## config.mk

```make
export PLATFORM = sky130hd
export DESIGN_NAME = irq_ctrl_flat
export DESIGN_NICKNAME = d
export VERILOG_FILES = /design/src/rtl/irq_pkg.sv /design/src/rtl/irq_ctrl_if.sv /design/src/rtl/irq_arb.sv /design/src/rtl/irq_ctrl.sv /design/src/flat_wrapper.sv
export SDC_FILE = /design/constraint.sdc
export NUM_CORES = 1
export LEC_CHECK = 0
export ABC_AREA = 1
export CORE_MARGIN = 2
export CORE_UTILIZATION = 52
export DETAILED_ROUTE_END_ITERATION = 7
export HOLD_SLACK_MARGIN = 0.08
export MAX_ROUTING_LAYER = met4
export PLACE_DENSITY_LB_ADDON = 0.05
export SETUP_SLACK_MARGIN = 0.2
export SLEW_MARGIN = 0
export SYNTH_ARGS = -nofsm -noshare
export SYNTH_HDL_FRONTEND = slang
export SYNTH_SLANG_ARGS = --single-unit
```

## constraint.sdc

```tcl
create_clock -name clk -period 1.8 [get_ports clk]
set_input_delay 0.27 -clock clk [delete_from_list [all_inputs] [get_ports clk]]
set_output_delay 0.27 -clock clk [all_outputs]
set_load 0.02 [all_outputs]
```

## src/rtl/irq_pkg.sv

```systemverilog
// Shared FSM state type and source-count limit for the interrupt controller.
package irq_pkg;

  localparam int MAX_SRC = 16;

  typedef enum logic [1:0] {
    IDLE    = 2'd0,
    REQ     = 2'd1,
    SERVICE = 2'd2
  } state_t;

endpackage

```

## src/rtl/irq_ctrl_if.sv

```systemverilog
// Bus bundle between the interrupt controller (slave) and its environment /
// processor side (master), plus a debug view of the request FSM state.
interface irq_ctrl_if
  import irq_pkg::*;
#(
  parameter int NUM_SRC = 4,
  parameter int DATA_W  = 32
);
  localparam int ID_W = $clog2(NUM_SRC);

  // Handshake: irq_req stays high with irq_id/irq_data stable until the cycle
  // irq_ack is sampled high; irq_done then ends the service. irq_ack is only
  // honoured while irq_req is high, irq_done only while servicing.
  logic [NUM_SRC-1:0]        irq_src;
  logic [NUM_SRC*DATA_W-1:0] src_data;
  logic                      mask_we;
  logic [NUM_SRC-1:0]        mask_wdata;
  logic                      irq_ack;
  logic                      irq_done;
  logic                      irq_req;
  logic [ID_W-1:0]           irq_id;
  logic [DATA_W-1:0]         irq_data;
  logic [NUM_SRC-1:0]        pending;
  logic                      busy;
  state_t                    dbg_state;

  modport master (
    output irq_src, src_data, mask_we, mask_wdata, irq_ack, irq_done,
    input  irq_req, irq_id, irq_data, pending, busy, dbg_state
  );

  modport slave (
    input  irq_src, src_data, mask_we, mask_wdata, irq_ack, irq_done,
    output irq_req, irq_id, irq_data, pending, busy, dbg_state
  );

endinterface

```

## src/rtl/irq_arb.sv

```systemverilog
// Combinational arbiter: lowest index wins by default; with IRQ_RR_EN the
// search starts one above last_id_i and wraps.
module irq_arb
  import irq_pkg::*;
#(
  parameter int NUM_SRC = 4,
  localparam int ID_W = $clog2(NUM_SRC)
) (
  input  logic [NUM_SRC-1:0] req_i,
  input  logic [ID_W-1:0]    last_id_i,
  output logic               valid_o,
  output logic [ID_W-1:0]    id_o
);

`ifdef IRQ_RR_EN
  logic [ID_W-1:0] idx;

  always_comb begin
    valid_o = 1'b0;
    id_o    = '0;
    idx     = '0;
    for (int k = 0; k < NUM_SRC; k++) begin
      idx = ID_W'((int'(last_id_i) + 1 + k) % NUM_SRC);
      if (!valid_o && req_i[idx]) begin
        valid_o = 1'b1;
        id_o    = idx;
      end
    end
  end
`else
  logic unused_last;
  assign unused_last = ^last_id_i;

  always_comb begin
    valid_o = 1'b0;
    id_o    = '0;
    for (int i = NUM_SRC - 1; i >= 0; i--) begin
      if (req_i[i]) begin
        valid_o = 1'b1;
        id_o    = ID_W'(i);
      end
    end
  end
`endif

endmodule

```

## src/rtl/irq_ctrl.sv

```systemverilog
// Interrupt controller: edge/level capture into pending and hold registers,
// masked arbitration, IDLE/REQ/SERVICE request FSM. Option: IRQ_RR_EN.
module irq_ctrl
  import irq_pkg::*;
#(
  parameter int                 NUM_SRC   = 4,
  parameter int                 DATA_W    = 32,
  parameter logic [NUM_SRC-1:0] EDGE_MASK = '1,
  parameter logic [NUM_SRC-1:0] MASK_RST  = '1
) (
  input logic       clk,
  input logic       rst_n,
  irq_ctrl_if.slave bus
);
  localparam int ID_W = $clog2(NUM_SRC);

  logic [NUM_SRC-1:0] src_q;
  logic [NUM_SRC-1:0] pending_q, pending_d;
  logic [NUM_SRC-1:0] mask_q;
  logic [NUM_SRC-1:0] set_vec, clr_vec, cap_vec;
  logic [DATA_W-1:0]  hold_q [NUM_SRC];

  state_t             state_q;
  logic               irq_req_q, busy_q;
  logic [ID_W-1:0]    irq_id_q, last_id_q;
  logic [DATA_W-1:0]  irq_data_q;

  logic               arb_valid;
  logic [ID_W-1:0]    arb_id;

  // A set coinciding with the ack-clear of the same bit wins and recaptures.
  always_comb begin
    set_vec = '0;
    clr_vec = '0;
    for (int i = 0; i < NUM_SRC; i++) begin
      set_vec[i] = EDGE_MASK[i] ? (bus.irq_src[i] & ~src_q[i]) : bus.irq_src[i];
    end
    if (state_q == REQ && bus.irq_ack) clr_vec[irq_id_q] = 1'b1;
    cap_vec   = set_vec & (~pending_q | clr_vec);
    pending_d = (pending_q & ~clr_vec) | set_vec;
  end

  always_ff @(posedge clk or negedge rst_n) begin
    if (!rst_n) begin
      src_q     <= '0;
      pending_q <= '0;
      mask_q    <= MASK_RST;
      for (int i = 0; i < NUM_SRC; i++) hold_q[i] <= '0;
    end else begin
      src_q     <= bus.irq_src;
      pending_q <= pending_d;
      if (bus.mask_we) mask_q <= bus.mask_wdata;
      for (int i = 0; i < NUM_SRC; i++) begin
        if (cap_vec[i]) hold_q[i] <= bus.src_data[i*DATA_W +: DATA_W];
      end
    end
  end

  irq_arb #(.NUM_SRC(NUM_SRC)) u_arb (
    .req_i     (pending_q & mask_q),
    .last_id_i (last_id_q),
    .valid_o   (arb_valid),
    .id_o      (arb_id)
  );

  // The winner is latched on leaving IDLE, so later mask writes cannot
  // withdraw a request that is already committed.
  always_ff @(posedge clk or negedge rst_n) begin
    if (!rst_n) begin
      state_q    <= IDLE;
      irq_req_q  <= 1'b0;
      busy_q     <= 1'b0;
      irq_id_q   <= '0;
      irq_data_q <= '0;
      last_id_q  <= ID_W'(NUM_SRC - 1);
    end else begin
      case (state_q)
        IDLE: begin
          if (arb_valid) begin
            irq_id_q   <= arb_id;
            irq_data_q <= hold_q[arb_id];
            irq_req_q  <= 1'b1;
            busy_q     <= 1'b1;
            state_q    <= REQ;
          end
        end
        REQ: begin
          if (bus.irq_ack) begin
            irq_req_q <= 1'b0;
            last_id_q <= irq_id_q;
            state_q   <= SERVICE;
          end
        end
        SERVICE: begin
          if (bus.irq_done) begin
            busy_q  <= 1'b0;
            state_q <= IDLE;
          end
        end
        default: begin
          irq_req_q <= 1'b0;
          busy_q    <= 1'b0;
          state_q   <= IDLE;
        end
      endcase
    end
  end

  assign bus.irq_req   = irq_req_q;
  assign bus.irq_id    = irq_id_q;
  assign bus.irq_data  = irq_data_q;
  assign bus.pending   = pending_q;
  assign bus.busy      = busy_q;
  assign bus.dbg_state = state_q;

endmodule

```

## src/flat_wrapper.sv

```systemverilog
// flat-port wrapper written by rule: the top's interface ports become plain ports
module irq_ctrl_flat import irq_pkg::*;
#(
  parameter int                 NUM_SRC   = 4,
  parameter int                 DATA_W    = 32,
  parameter logic [NUM_SRC-1:0] EDGE_MASK = '1,
  parameter logic [NUM_SRC-1:0] MASK_RST  = '1
)
  (clk, rst_n, bus_irq_src, bus_src_data, bus_mask_we, bus_mask_wdata, bus_irq_ack, bus_irq_done, bus_irq_req, bus_irq_id, bus_irq_data, bus_pending, bus_busy, bus_dbg_state);
  irq_ctrl_if #(.NUM_SRC(NUM_SRC), .DATA_W(DATA_W)) bus_i ();
  input logic clk;
  input logic rst_n;
  input wire logic [$bits(bus_i.irq_src)-1:0] bus_irq_src;
  input wire logic [$bits(bus_i.src_data)-1:0] bus_src_data;
  input wire logic [$bits(bus_i.mask_we)-1:0] bus_mask_we;
  input wire logic [$bits(bus_i.mask_wdata)-1:0] bus_mask_wdata;
  input wire logic [$bits(bus_i.irq_ack)-1:0] bus_irq_ack;
  input wire logic [$bits(bus_i.irq_done)-1:0] bus_irq_done;
  output wire logic [$bits(bus_i.irq_req)-1:0] bus_irq_req;
  output wire logic [$bits(bus_i.irq_id)-1:0] bus_irq_id;
  output wire logic [$bits(bus_i.irq_data)-1:0] bus_irq_data;
  output wire logic [$bits(bus_i.pending)-1:0] bus_pending;
  output wire logic [$bits(bus_i.busy)-1:0] bus_busy;
  output wire logic [$bits(bus_i.dbg_state)-1:0] bus_dbg_state;
  assign bus_i.irq_src = bus_irq_src;
  assign bus_i.src_data = bus_src_data;
  assign bus_i.mask_we = bus_mask_we;
  assign bus_i.mask_wdata = bus_mask_wdata;
  assign bus_i.irq_ack = bus_irq_ack;
  assign bus_i.irq_done = bus_irq_done;
  assign bus_irq_req = bus_i.irq_req;
  assign bus_irq_id = bus_i.irq_id;
  assign bus_irq_data = bus_i.irq_data;
  assign bus_pending = bus_i.pending;
  assign bus_busy = bus_i.busy;
  assign bus_dbg_state = bus_i.dbg_state;
  irq_ctrl #(.NUM_SRC(NUM_SRC), .DATA_W(DATA_W), .EDGE_MASK(EDGE_MASK), .MASK_RST(MASK_RST)) u_core (.clk(clk), .rst_n(rst_n), .bus(bus_i));
endmodule
```

==> results by group <==
Worst setup path
  – Crit Path Max Fanout: 5
  – Family with the most delay on the worst path: simple AND/OR/NAND/NOR gates
  – Startpoint Class: flip-flop
  – Critical path's most frequent cell: nand2_1
  – Crit Path Class: reg2reg
  – Max stage delay on crit path: 0.55 ns
  – Buffers & Inverters on Critical Path: 4
  – WP data required: approximately 2.1 ns
  – Worst-path cell chain: nand2_4 -> inv_4 -> nand2_4 -> nand2_8 -> buf_12 -> buf_12 -> buf_16 -> nand3_1 -> nand3_1 -> nand2_1 -> nand2_1 -> nand2_1
  – CP Data Arrival Time: 2.01 ns
  – Slowest CP cell: dfstp_2
  – Worst setup EP type: flip-flop

GRT
  – Grt ovf: 0
  – GRT Total Usage: 0.322
  – Number of global-route vias before repair: 8171
  – Initial antenna violation count: 1
  – Largest net degree at the start of global routing: 48
  – First-pass GRT wire length: between 40000 and 50000 um

Synthesis
  – Avg Cell Area, Syn: 7.59 um2
  – Yosys reg bits: 178
  – Yosys synthesis warning count: 0
  – Top cells by area, synth: dfrtp_1, nand2_1, nand3_1
  – Seq/Total Area, Yosys: 0.515
  – Syn Inst Count: ~1.1k
  – Unique cell type count in the Yosys netlist: 20
  – Syn nets: 1283
  – Synthesized area: approximately 8700 um2
  – Synth top area share: 0.503
  – Leading area contributor after synthesis: dfrtp_1

Clock network
  – Clock-pin slew of the registers on the worst-case setup and hold paths: 0.07 ns
  – TritonCTS clock tree: done
  – H-tree Lvls: 4
  – Inserted Clock Buffers: 17
  – Worst-Skew Late Latency: ~0.43 ns
  – Clock Sinks: ~180
  – Clock buffer depth: 2
  – CTS Root Cell: clkbuf_16

Routing
  – Residual DRC: 0
  – Drt first-iter violations: 835
  – Pre-Repair DR Iteration Count: 5
  – Avg Vias per Cell: 5.60
  – Antenna Nets Post-Route: 0
  – Routed wire per std cell: 19.1 um
  – Via count: 8842
  – Drt total wl: approximately 30000 um

Pwr
  – Max rail drop VDD: 1090 uV
  – Power Density: 1660 nW/um2
  – Leak pwr: 6.67 nW

Layout
  – Most frequent cells in the layout: nand2_1, nand3_1, dfrtp_1, clkdlybuf4s50_1, inv_1
  – Nets: 1488
  – P&R area growth vs syn: 47.9%
  – Commonest non-fill, non-tap cell in the layout: nand2_1
  – Layout cells sized above 1: 0.172

Run status
  – Status: finished clean

Placed design
  – Routability-driven placement congestion ratio: 0.816
  – Port buffer count: ~180
  – Worst slack, placed: 0.000546 ns
  – Final HPWL from detailed placement: 16500 um

STA
  – Fin worst setup slack: 0.110 ns
  – RSZ-0062 raised after global routing: true
  – Minimum clock period: 1.69 ns
  – Worst slew margin: 0.679
  – Clock Skew: 0.0101 ns
  – Hold Fails Final Rpt: 0
  – Setup TNS: 0 ns
  – Worst-Margin Slew: 0.482 ns
  – Final setup violation count: 0
  – Fin. max-slew vios: 0
  – Max Clock Freq: a little under 600 MHz
  – Final Cycle Share: 0.939

Hold path
  – HP Class: in2reg

Job
  – Number of max-cap violations: 0

Die
  – Core area: 16400 um2
  – Chip Width: roughly 130 um
  – Starting density of the core: 0.528
  – IO Count: 183
  – Die area: between 15000 and 20000 um2
  – Die Y: 133 um
  – Row cnt: 47
==> final cells by class <==
type / instances / area (um2)
inverter: 139 / 527
clock buffer: 20 / 447
multi-input combinational: 755 / 3880
timing repair buffer: 256 / 3100
tap: 220 / 275
fill: 1147 / 3590
antenna: 1 / 2.50
clock inverter: 9 / 111
sequential: 178 / 4460
==> final timing paths <==
kind,from,endpoint,slack [ns],depth (start not counted)
setup / recovery,u_core.mask_q[3]$_DFFE_PN1P_,u_core.bus.irq_data[0]$_DFFE_PN0P_,0.11,12
hold / removal,bus_irq_src[1],u_core.src_q[1]$_DFF_PN0_,0.30,1
setup reg to reg,u_core.mask_q[3]$_DFFE_PN1P_,u_core.bus.irq_data[0]$_DFFE_PN0P_,0.11,12
hold reg to reg,u_core.bus.irq_req$_DFFE_PN0P_,u_core.bus.irq_req$_DFFE_PN0P_,0.47,2
max in group asynchronous,rst_n,u_core.hold_q[80]$_DFFE_PN0P_,0.86,3
min in group asynchronous,rst_n,u_core.hold_q[72]$_DFFE_PN0P_,0.33,2
==> state kept, by name, indices dropped and copies added, names as in the netlist <==
signal                count
u_core.mask_q             4
u_core.bus.irq_req        1
u_core.bus.irq_id         2
u_core.bus.irq_data      32
u_core.bus.dbg_state      2
u_core.bus.pending        4
u_core.hold_q           128
u_core.src_q              4
u_core.bus.busy           1
==> cells by family after synthesis <==
group                  Yosys count  share of synthesized area
multiplexers                     4                    0.00520
buffers and inverters          209                      0.105
AO/OA/AOI/OAI                   12                     0.0149
flip-flops                     178                      0.515
AND/OR/NAND/NOR                739                      0.360
==> timing repair <==
| item | 4_1_cts | 5_1_grt |
|---|---|---|
| hold buffers | 1 | 0 |
| gates cloned | 9 | 14 |
| pin swaps | 13 | 58 |
| endpoints found under the hold margin | 34 | 0 |
| endpoints found under the setup margin | 74 | 109 |
| buffers inserted | 10 | 5 |
| gates resized for setup | 75 | 126 |
==> power by group <==
group          total (W)  internal [W]  switching, W
combinational     0.0106       0.00442       0.00618
clock            0.00361       0.00206       0.00156
sequential       0.00709       0.00587       0.00122
total             0.0213        0.0123       0.00896
==> cells in the mapped netlist <==
cell	count
a21oi_2	1
buf_1	9
buf_2	27
buf_6	12
clkbuf_1	22
dfrtp_1	174
dfstp_2	4
inv_1	137
inv_2	2
mux2_2	4
nand2_1	469
nand2_2	1
nand2_4	2
nand3_1	258
nor2_1	6
nor2_2	1
o21ai_0	6
o21ai_1	1
o31ai_4	4
or2_2	2
==> routing by layer <==
layer / global-route usage / wire length (um)
met2: 0.511 / 14500
met1: 0.414 / 11500
met5: - / 0
met3: 0.0594 / 2940
met4: 0.122 / 1240
==> through the flow <==
step | power, W | instance area [um2] | hold slack (ns) | utilization | instances
after floorplan | 0.0120 | 8680 | -0.0256 | - | 1142
after global placement | 0.0149 | 10900 | 0.218 | 0.666 | 1509
after detailed placement | 0.0152 | 10900 | 0.216 | 0.666 | 1509
after CTS | 0.0195 | 11900 | 0.293 | 0.728 | 1558
after global routing | 0.0226 | 12800 | 0.293 | 0.781 | 1578
final | 0.0213 | 12800 | 0.301 | 0.781 | 1578
Power figures use the tool's default switching activity.
